===== config.mk =====
export PLATFORM = sky130hd
export DESIGN_NAME = uart_tx_encoder_flat
export DESIGN_NICKNAME = d
export VERILOG_FILES = /design/src/rtl/uart_tx_encoder_if.sv /design/src/rtl/uart_tx_encoder.sv /design/src/flat_wrapper.sv
export SDC_FILE = /design/constraint.sdc
export NUM_CORES = 1
export LEC_CHECK = 0
export ABC_AREA = 1
export ABC_CLOCK_PERIOD_IN_PS = 1600
export CAP_MARGIN = 30
export CORE_ASPECT_RATIO = 0.6
export CORE_MARGIN = 2
export CORE_UTILIZATION = 55
export CTS_BUF_LIST = sky130_fd_sc_hd__clkbuf_4
export DETAILED_ROUTE_END_ITERATION = 10
export GPL_TIMING_DRIVEN = 1
export MAX_ROUTING_LAYER = met4
export PLACE_DENSITY_LB_ADDON = 0.25
export SLEW_MARGIN = 20
export SYNTH_ARGS = -nofsm -noshare
export SYNTH_HDL_FRONTEND = slang
export SYNTH_SLANG_ARGS = --single-unit

===== constraint.sdc =====
create_clock -name clk -period 1.6 [get_ports clk]
set_input_delay 0.32 -clock clk [delete_from_list [all_inputs] [get_ports clk]]
set_output_delay 0.32 -clock clk [all_outputs]
set_load 0.01 [all_outputs]

===== src/rtl/uart_tx_encoder_if.sv =====
// Host-side word interface of the UART transmit encoder.
//
// Handshake: a word {tx_address, tx_data} is transferred on a rising clk
// edge where tx_valid && tx_ready are both high. tx_ready does not depend
// on tx_valid. A master may hold or change the word while tx_ready is low.
// Once the word has been accepted, it may change freely.
//
// Signals:
//   tx_valid    master -> slave  a word is offered
//   tx_address  master -> slave  address nibble, becomes byte[7:4]
//   tx_data     master -> slave  data nibble, becomes byte[3:0]
//   tx_ready    slave  -> master slave can accept a word (buffer not full)
interface uart_tx_encoder_if;
  logic       tx_valid;
  logic [3:0] tx_address;
  logic [3:0] tx_data;
  logic       tx_ready;

  modport master (
    output tx_valid,
    output tx_address,
    output tx_data,
    input  tx_ready
  );

  modport slave (
    input  tx_valid,
    input  tx_address,
    input  tx_data,
    output tx_ready
  );
endinterface


===== src/rtl/uart_tx_encoder.sv =====
// UART transmit encoder.
//
// Each {address, data} nibble pair is packed into one byte (address in
// [7:4], data in [3:0]) and stored in a small FIFO. The bytes are sent LSB
// first as 8N1/8E1/8O1 frames, with 1 or 2 stop bits. Bit timing comes from
// the 16x-baud tick: every bit lasts exactly 16 ticks.
//
// Ports:
//   clk          system clock
//   rst          synchronous active-high reset
//   tick_16x     one-clk enable at 16x the baud rate
//   host_if      word handshake (slave side): tx_valid/tx_address/tx_data in,
//                tx_ready out
//   Tx           serial line, idles high
//   busy         high from start-bit load until the last stop bit ends
//   frame_sent   one-clk pulse after the final stop bit completes
//   dbg_state_o  FSM state: 0=IDLE 1=START 2=DATA 3=PARITY 4=STOP
module uart_tx_encoder #(
  parameter int FIFO_DEPTH = 4,
  parameter int PARITY_EN  = 1,
  parameter int PARITY_ODD = 0,
  parameter int STOP_BITS  = 1
) (
  input  logic               clk,
  input  logic               rst,
  input  logic               tick_16x,
  uart_tx_encoder_if.slave   host_if,
  output logic               Tx,
  output logic               busy,
  output logic               frame_sent,
  output logic [2:0]         dbg_state_o
);

  localparam int   AW      = $clog2(FIFO_DEPTH);
  localparam logic PAR_ODD = (PARITY_ODD != 0);

  typedef enum logic [2:0] {
    S_IDLE   = 3'd0,
    S_START  = 3'd1,
    S_DATA   = 3'd2,
    S_PARITY = 3'd3,
    S_STOP   = 3'd4
  } state_t;

  state_t      state_q;
  logic [3:0]  cnt_q;
  logic [2:0]  bit_idx_q;
  logic [7:0]  shreg_q;
  logic        stop_idx_q;
  logic        tx_q;
  logic        busy_q;
  logic        frame_sent_q;

  logic [7:0]  mem_q [FIFO_DEPTH];
  logic [AW:0] wr_ptr_q, wr_ptr_d;
  logic [AW:0] rd_ptr_q, rd_ptr_d;

  logic        full;
  logic        empty;
  logic        push;
  logic        pop;
  logic        bit_end;
  logic        stop_last;
  logic        parity_bit;
  logic [7:0]  head_byte;

  // Pointers carry one extra wrap bit: equal pointers mean empty, pointers
  // differing only in the wrap bit mean full.
  assign empty = (wr_ptr_q == rd_ptr_q);
  assign full  = (wr_ptr_q[AW] != rd_ptr_q[AW]) &&
                 (wr_ptr_q[AW-1:0] == rd_ptr_q[AW-1:0]);

  assign head_byte = mem_q[rd_ptr_q[AW-1:0]];

  // A bit ends on the tick that takes the counter from 15 back to 0.
  assign bit_end   = tick_16x && (cnt_q == 4'd15);
  assign stop_last = (STOP_BITS == 1) || stop_idx_q;

  // Pop either to start a frame from idle, or on the final stop tick so the
  // next frame follows with no idle gap.
  assign pop = !empty && tick_16x &&
               ((state_q == S_IDLE) ||
                ((state_q == S_STOP) && (cnt_q == 4'd15) && stop_last));

  // Push is refused while full even if a pop happens in the same cycle.
  assign push             = host_if.tx_valid && !full;
  assign host_if.tx_ready = !full;

  assign parity_bit = (^shreg_q) ^ PAR_ODD;

  always_comb begin
    wr_ptr_d = wr_ptr_q + (AW+1)'(push);
    rd_ptr_d = rd_ptr_q + (AW+1)'(pop);
  end

  always_ff @(posedge clk) begin
    if (push) begin
      mem_q[wr_ptr_q[AW-1:0]] <= {host_if.tx_address, host_if.tx_data};
    end
  end

  always_ff @(posedge clk) begin
    if (rst) begin
      wr_ptr_q <= '0;
      rd_ptr_q <= '0;
    end else begin
      wr_ptr_q <= wr_ptr_d;
      rd_ptr_q <= rd_ptr_d;
    end
  end

  always_ff @(posedge clk) begin
    if (rst) begin
      state_q      <= S_IDLE;
      cnt_q        <= 4'd0;
      bit_idx_q    <= 3'd0;
      shreg_q      <= 8'd0;
      stop_idx_q   <= 1'b0;
      tx_q         <= 1'b1;
      busy_q       <= 1'b0;
      frame_sent_q <= 1'b0;
    end else begin
      frame_sent_q <= 1'b0;
      // Counter wraps naturally to 0 at each bit end.
      if (tick_16x && (state_q != S_IDLE)) begin
        cnt_q <= cnt_q + 4'd1;
      end
      case (state_q)
        S_IDLE: begin
          tx_q <= 1'b1;
          if (pop) begin
            shreg_q <= head_byte;
            tx_q    <= 1'b0;
            cnt_q   <= 4'd0;
            busy_q  <= 1'b1;
            state_q <= S_START;
          end
        end
        S_START: begin
          if (bit_end) begin
            tx_q      <= shreg_q[0];
            bit_idx_q <= 3'd0;
            state_q   <= S_DATA;
          end
        end
        S_DATA: begin
          if (bit_end) begin
            if (bit_idx_q == 3'd7) begin
              if (PARITY_EN != 0) begin
                tx_q    <= parity_bit;
                state_q <= S_PARITY;
              end else begin
                tx_q       <= 1'b1;
                stop_idx_q <= 1'b0;
                state_q    <= S_STOP;
              end
            end else begin
              bit_idx_q <= bit_idx_q + 3'd1;
              tx_q      <= shreg_q[bit_idx_q + 3'd1];
            end
          end
        end
        S_PARITY: begin
          if (bit_end) begin
            tx_q       <= 1'b1;
            stop_idx_q <= 1'b0;
            state_q    <= S_STOP;
          end
        end
        S_STOP: begin
          if (bit_end) begin
            if (!stop_last) begin
              stop_idx_q <= 1'b1;
            end else begin
              frame_sent_q <= 1'b1;
              if (pop) begin
                shreg_q <= head_byte;
                tx_q    <= 1'b0;
                state_q <= S_START;
              end else begin
                busy_q  <= 1'b0;
                state_q <= S_IDLE;
              end
            end
          end
        end
        default: begin
          state_q <= S_IDLE;
          tx_q    <= 1'b1;
          busy_q  <= 1'b0;
        end
      endcase
    end
  end

  assign Tx          = tx_q;
  assign busy        = busy_q;
  assign frame_sent  = frame_sent_q;
  assign dbg_state_o = state_q;

endmodule


===== src/flat_wrapper.sv =====
// flat-port wrapper written by rule: the top's interface ports become plain ports
module uart_tx_encoder_flat 
#(
  parameter int FIFO_DEPTH = 4,
  parameter int PARITY_EN  = 1,
  parameter int PARITY_ODD = 0,
  parameter int STOP_BITS  = 1
)
  (clk, rst, tick_16x, Tx, busy, frame_sent, dbg_state_o, host_if_tx_valid, host_if_tx_address, host_if_tx_data, host_if_tx_ready);
  uart_tx_encoder_if host_if_i ();
  input  logic clk;
  input  logic rst;
  input  logic tick_16x;
  output logic Tx;
  output logic busy;
  output logic frame_sent;
  output logic [2:0] dbg_state_o;
  input wire logic [$bits(host_if_i.tx_valid)-1:0] host_if_tx_valid;
  input wire logic [$bits(host_if_i.tx_address)-1:0] host_if_tx_address;
  input wire logic [$bits(host_if_i.tx_data)-1:0] host_if_tx_data;
  output wire logic [$bits(host_if_i.tx_ready)-1:0] host_if_tx_ready;
  assign host_if_i.tx_valid = host_if_tx_valid;
  assign host_if_i.tx_address = host_if_tx_address;
  assign host_if_i.tx_data = host_if_tx_data;
  assign host_if_tx_ready = host_if_i.tx_ready;
  uart_tx_encoder #(.FIFO_DEPTH(FIFO_DEPTH), .PARITY_EN(PARITY_EN), .PARITY_ODD(PARITY_ODD), .STOP_BITS(STOP_BITS)) u_core (.clk(clk), .rst(rst), .tick_16x(tick_16x), .host_if(host_if_i), .Tx(Tx), .busy(busy), .frame_sent(frame_sent), .dbg_state_o(dbg_state_o));
endmodule

==> results.py, run 1 <==
metrics = {
    "status": {
        "status": "complete, no violations",
    },
    "power_and_ir_drop": {
        "clkPwrFrac_pct": 22.6,
        "pwr-share-seq_pct": 40.0,
        "p_sw_mw": 1.79,
        "p_total_mw": 4.76,
        "combinationalPowerShare_pct": 37.4,
        "p_int_mw": 2.97,
        "swShare_pct": 37.6,
        "p_leak_nw": 1.38,
        "powerDensity_nw_per_um2": 1380,
        "ir_drop_v": 0.000701,
    },
    "detailed_routing": {
        "drc": 0,
        "routed.top_layer": "met4",
        "initialDrtViolationCount": 143,
        "via_per_inst": 5.19,
        "wl_met1_mm": 2.55,
        "wl_met2_mm": 2.49,
        "wl_per_cell_um": 13.4,
        "drt-total-wl_mm": 5.54,
        "vias": 2148,
        "wl_met3_um": 451,
        "ant_nets": 0,
        "dr.pass1.iters": 4,
    },
    "final_layout": {
        "num_antenna_cells": 0,
        "fillers": 373,
        "syn_to_final_growth_pct": 21.2,
        "layout.nets": 362,
        "drive_gt1_share_pct": 24.4,
        "mostFrequentLayoutCell": "nand2_1",
        "fin_util_pct": 68.6,
        "mostFrequentLayoutCells": "nand2_1 (61), edfxtp_1 (32), inv_1 (29)",
    },
    "synthesis": {
        "yosysUniqueCellTypes": 35,
        "synthFlopType": "edfxtp_1",
        "synthArstFlopShare_pct": 0,
        "ys_ff_latch": 59,
        "syn-cell-area_um2": 2850,
        "ys_seq_area_share_pct": 52.8,
        "syn_inst": 296,
        "synth_edf_count": 32,
        "ys.warnings.count": 0,
        "synth_nets": 315,
        "syn_avg_cell_area_um2": 9.61,
    },
    "placed_design": {
        "hpwlAfterDp_mm": 3.99,
        "numPortBuffers": 18,
        "place.gp.congestion": 0.868,
    },
    "timing": {
        "grt_setup_unrepaired": "true",
        "min_period_over_period_pct": 99.2,
        "slew_headroom_pct": 79.1,
        "slew_viol_final": 0,
        "fmax_ghz": 0.630,
        "hold_viol_final": 0,
        "setup_viol": 0,
        "worst_pin_slew_ns": 0.314,
        "fin_crit_ns": 1.59,
        "fin_skew_ns": 0.0114,
        "finalSetupTns_ns": 0,
    },
    "setup_path": {
        "crit_fanout": 2,
        "rrSetupSlack_ns": 0.06,
        "start_kind": "register",
        "required_ns": 1.28,
        "end_kind": "primary output",
        "arrival_ns": 1.27,
        "path_class": "register to primary output",
    },
    "cts": {
        "clock_latency_ns": 0.41,
        "cts_root_buffer": "clkbuf_4",
        "clk_pin_slew_ns": 0.10,
        "clk_path_buf_depth": 2,
        "ctsHoldBuffers": 0,
        "clock-sinks": 59,
        "cts_tree": "built",
        "cts_made_buffers": 9,
        "htreeDepth": 3,
    },
    "die": {
        "die_h_um": 59.7,
        "core-area_um2": 5030,
        "initial_core_util_pct": 56.6,
        "num_io_pins": 19,
        "fp.dieW_um": 96.9,
        "num_rows": 20,
        "die_area_um2": 5780,
    },
    "global_routing": {
        "first_global_vias": 2008,
        "grt_use_total_pct": 22.1,
        "grt_overflow": 0,
        "grt_first_pass_wirelength_mm": 9.30,
        "antenna_found_initial": 0,
        "grt_max_degree": 19,
    },
    "job": {
        "cap_violations": 0,
    },
    "min_path": {
        "hp-class": "register to register",
    },
}
-- state kept, by name, indices dropped and copies added, names as in the netlist --
signal,cells
u_core.busy,1
u_core.frame_sent,1
u_core.Tx,1
u_core.shreg_q,8
u_core.rd_ptr_q,3
u_core.bit_idx_q,3
u_core.wr_ptr_q,3
u_core.dbg_state_o,3
u_core.cnt_q,4
u_core.mem_q,32
-- metrics by stage --
step                      hold slack (ns)  instance area [um^2]  setup WS [ns]  cells
after floorplan                     0.389                  2880       -0.00732    296
after global placement              0.458                  3260        -0.0935    395
after detailed placement            0.466                  3260         -0.154    395
after CTS                           0.484                  3410        -0.0209    412
after global routing                0.498                  3450        -0.0757    414
final                               0.477                  3450         0.0135    414
-- per-layer routing --
metal / up-vias / track usage (%)
li1: 1098 / -
met1: 978 / 27.7
met2: 64 / 33.0
met3: 8 / 9.82
met4: 0 / 6.04
met5: - / -
-- synth_stat cells, types with 2 or more instances --
cell type / n / area share (%)
nor2_1: 25 / 3.3
nor3_1: 6 / 1.1
nand3_4: 3 / 1.8
xnor2_2: 2 / 1.1
inv_1: 29 / 3.8
a21oi_1: 17 / 3.0
nand3_1: 10 / 1.8
nand3b_1: 3 / 0.79
xnor2_1: 6 / 1.8
nand2_1: 62 / 8.2
nand2_2: 3 / 0.66
ha_1: 7 / 3.1
o21ai_1: 3 / 0.53
inv_2: 4 / 0.53
buf_6: 3 / 1.2
o22ai_1: 8 / 1.8
o21ai_0: 17 / 3.0
dfxtp_1: 27 / 19
edfxtp_1: 32 / 34
nor2_4: 5 / 2.0
mux2i_1: 8 / 2.8
nand4_1: 3 / 0.66
-- area by class of cell --
type                            instances  area (um^2)  share of cell area (%)
Sequential cell                        59         1520                    44.0
Clock buffer                            9         67.6                    1.96
Timing Repair Buffer                   42          352                    10.2
Tap cell                               66         82.6                    2.39
Clock inverter                          7         77.6                    2.25
Inverter                               35          135                    3.92
Multi-Input combinational cell        196         1220                    35.3
-- kinds of logic (layout without fill, tap and decap cells) --
kind of cell    after synthesis  in the layout  share of synthesized area (%)
fa+ha+maj                     7              7                           3.08
mux                           8              8                           2.81
xor+xnor                      8              8                           2.99
flops                        59             59                           52.8
buf+inv                      41             93                           6.38
compound gates               50             50                           10.3
simple gates                123            123                           21.7
-- repair_timing --
action                                  CTS  global route
cloned                                    0             0
setup buffers                             1             2
gates resized for setup                  19             3
endpoints found under the hold margin     0             0
pin swaps                                 3             3
endpoints found under the setup margin   10            10
-- final timing paths --
kind | startpoint | to | cells past startpoint
max | u_core.rd_ptr_q[2]$_SDFF_PP0_ | host_if_tx_ready | 3
min | u_core.Tx$_SDFFE_PP1P_ | u_core.Tx$_SDFFE_PP1P_ | 2
max reg2reg | u_core.cnt_q[1]$_SDFF_PP0_ | u_core.rd_ptr_q[2]$_SDFF_PP0_ | 9
min reg2reg | u_core.Tx$_SDFFE_PP1P_ | u_core.Tx$_SDFFE_PP1P_ | 2
-- power groups by stage --
stage               Clock, mW  Sequential, mW  Combinational, mW
floorplan                   0            1.94               1.26
global placement            0            1.92               1.72
detailed placement          0            1.93               1.77
CTS                      1.11            1.90               1.76
global route             1.19            1.93               2.00
finish                   1.08            1.90               1.78
-- worst max-delay path: stages, from the launching register on --
cell and delay, ns:
dfxtp_2 0.36, xnor2_2 0.13, nand3b_1 0.20, buf_2 0.17
Power figures use the tool's default switching activity.
==> run 2, diff against run 1 <==
- CELL_PAD_IN_SITES_DETAIL_PLACEMENT: default -> 1
- CELL_PAD_IN_SITES_GLOBAL_PLACEMENT: default -> 1
- CORE_UTILIZATION: 55 -> 43
- SKIP_LAST_GASP: default -> 1
==> run 2 against run 1 <==
The flow now finishes with violations (negative setup slack). Sequential power is 2% higher. Via count is 12% higher. Critical path depth is 6 higher. Non-clock buffer count is 18 higher. Combinational power is 33% higher. Worst hold slack better by 0.025 ns. Global-route usage is 3.1 points higher. Clock skew is 0.015 ns higher. Count of clock-buffer cells in the layout stayed put. Clock power is 5% higher. Routed wire length is 63% higher. Highest routed layer unchanged.
==> results.py, run 2 (same netlist as run 1, synthesis figures left out) <==
metrics = {
    "final_layout": {
        "layout.nets": 380,
        "drive_gt1_share_pct": 33.6,
        "fin_util_pct": 61.4,
        "largest_reg_flops": 32,
        "fillers": 685,
        "syn_to_final_growth_pct": 34.8,
        "mostFrequentLayoutCell": "nand2_1",
        "final_cells": 450,
        "mostFrequentLayoutCells": "nand2_1 (59), buf_4 (33), edfxtp_1 (32)",
        "final_cell_area_um2": 3840,
        "num_antenna_cells": 0,
    },
    "cts": {
        "cts_tree": "built",
        "clock_latency_ns": 0.42,
        "cts_root_buffer": "clkbuf_4",
        "htreeDepth": 3,
        "clock-sinks": 59,
        "clk_pin_slew_ns": 0.13,
        "clk_path_buf_depth": 2,
        "cts_made_buffers": 9,
        "ctsHoldBuffers": 0,
    },
    "die": {
        "core-area_um2": 6250,
        "fp.dieW_um": 109,
        "num_io_pins": 19,
        "die_area_um2": 7310,
        "die_h_um": 67.0,
        "initial_core_util_pct": 45.5,
        "num_rows": 22,
    },
    "detailed_routing": {
        "initialDrtViolationCount": 134,
        "drc": 0,
        "drt-total-wl_mm": 9.05,
        "via_per_inst": 5.36,
        "ant_nets": 0,
        "dr.pass1.iters": 5,
        "wl_per_cell_um": 20.1,
        "vias": 2411,
    },
    "min_path": {
        "min_path_cells": 2,
        "worst_hold_path.endpoint": "u_core.bit_idx_q[2]$_SDFFE_PP0P_",
        "min_from": "u_core.bit_idx_q[2]$_SDFFE_PP0P_",
        "hp-class": "register to register",
    },
    "setup_path": {
        "worstReg2RegStart": "u_core.wr_ptr_q[0]$_SDFF_PP0_",
        "reg2reg_to": "u_core.wr_ptr_q[2]$_SDFF_PP0_",
        "required_ns": 1.92,
        "path_class": "register to register",
        "arrival_ns": 2.04,
        "rrSetupSlack_ns": -0.12,
        "crit_fanout": 4,
        "start_kind": "register",
        "end_kind": "register",
        "r2r_cells": 9,
    },
    "placed_design": {
        "pre_cts_ws_ns": -0.169,
        "post-place-cells": 419,
        "place.gp.congestion": 0.894,
        "hpwlAfterDp_mm": 5.30,
        "numPortBuffers": 18,
        "dpl_cell_area_um2": 3330,
    },
    "power_and_ir_drop": {
        "p_leak_nw": 1.51,
        "powerDensity_nw_per_um2": 1420,
        "p_total_mw": 5.43,
        "ir_drop_v": 0.000803,
    },
    "timing": {
        "min_period_over_period_pct": 107,
        "worst_pin_slew_ns": 0.344,
        "whs_ns": 0.502,
        "finalSetupTns_ns": -2.14,
        "slew_viol_final": 0,
        "fin_crit_ns": 1.72,
        "setup_viol": 40,
        "slew_headroom_pct": 76.8,
        "fin_skew_ns": 0.0260,
        "hold_viol_final": 0,
        "grt_setup_unrepaired": "true",
        "fmax_ghz": 0.581,
        "setup_ws_ns": -0.120,
    },
    "global_routing": {
        "grt_overflow": 0,
        "grtUsageMet2_pct": 40.3,
        "use_met1_pct": 31.5,
        "grt_first_pass_wirelength_mm": 12.9,
        "antenna_found_initial": 0,
        "top_usage_layer": "met2",
        "first_global_vias": 2504,
        "grt_max_degree": 19,
        "grt_use_total_pct": 25.2,
        "grt.met3_usage_pct": 6.36,
    },
    "job": {
        "cap_violations": 0,
    },
    "status": {
        "status": "finished, violations left",
        "violations": "negative setup slack",
    },
}
[run 2: how the worst max path moves through the flow]
stage                                       start                             to  slack (ns)  cells after the start
finish              u_core.wr_ptr_q[0]$_SDFF_PP0_  u_core.wr_ptr_q[2]$_SDFF_PP0_       -0.12                      9
global route        u_core.wr_ptr_q[0]$_SDFF_PP0_  u_core.wr_ptr_q[2]$_SDFF_PP0_       -0.16                      9
CTS                 u_core.wr_ptr_q[2]$_SDFF_PP0_               host_if_tx_ready       -0.16                      3
detailed placement                       tick_16x         u_core.Tx$_SDFFE_PP1P_       -0.17                      8
global placement                         tick_16x     u_core.cnt_q[3]$_SDFF_PP0_       -0.06                      8
floorplan           u_core.rd_ptr_q[0]$_SDFF_PP0_   u_core.mem_q[0][0]$_DFFE_PP_      -0.007                      5
[run 2: where the power goes]
part	total (mW)	switching, mW	leakage (nW)	internal, mW
combinational	2.36	1.39	0.921	0.967
clock	1.13	0.647	0.0725	0.483
sequential	1.94	0.160	0.520	1.78
[run 2: final cells by class]
cell class / instances / area, um^2 / area share, %
clock inverter: 7 / 76.3 / 1.99
inverter: 35 / 138 / 3.59
timing repair buffer: 60 / 538 / 14.0
clock buffer: 9 / 67.6 / 1.76
sequential: 59 / 1530 / 39.8
multi-input combinational: 196 / 1390 / 36.1
tap: 84 / 105 / 2.74
[run 2: metal layers]
layer | up-vias | wire [um]
li1 | 1135 | -
met1 | 1191 | 3990
met2 | 71 | 4490
met3 | 14 | 392
met4 | 0 | 167
met5 | - | 0
[run 2: worst max-delay path: stages (launching register included)]
cell,delay (ns)
dfxtp_4,0.40
xnor2_4,0.20
nand3b_1,0.17
buf_4,0.20
nand2_8,0.08
inv_2,0.05
ha_4,0.15
ha_4,0.16
xnor2_2,0.15
nor2_1,0.07
[run 2: what timing repair did]
action / CTS / global route
gates resized for setup: 25 / 47
setup endpoints to repair: 10 / 45
pin swaps: 7 / 12
setup buffers: 7 / 9
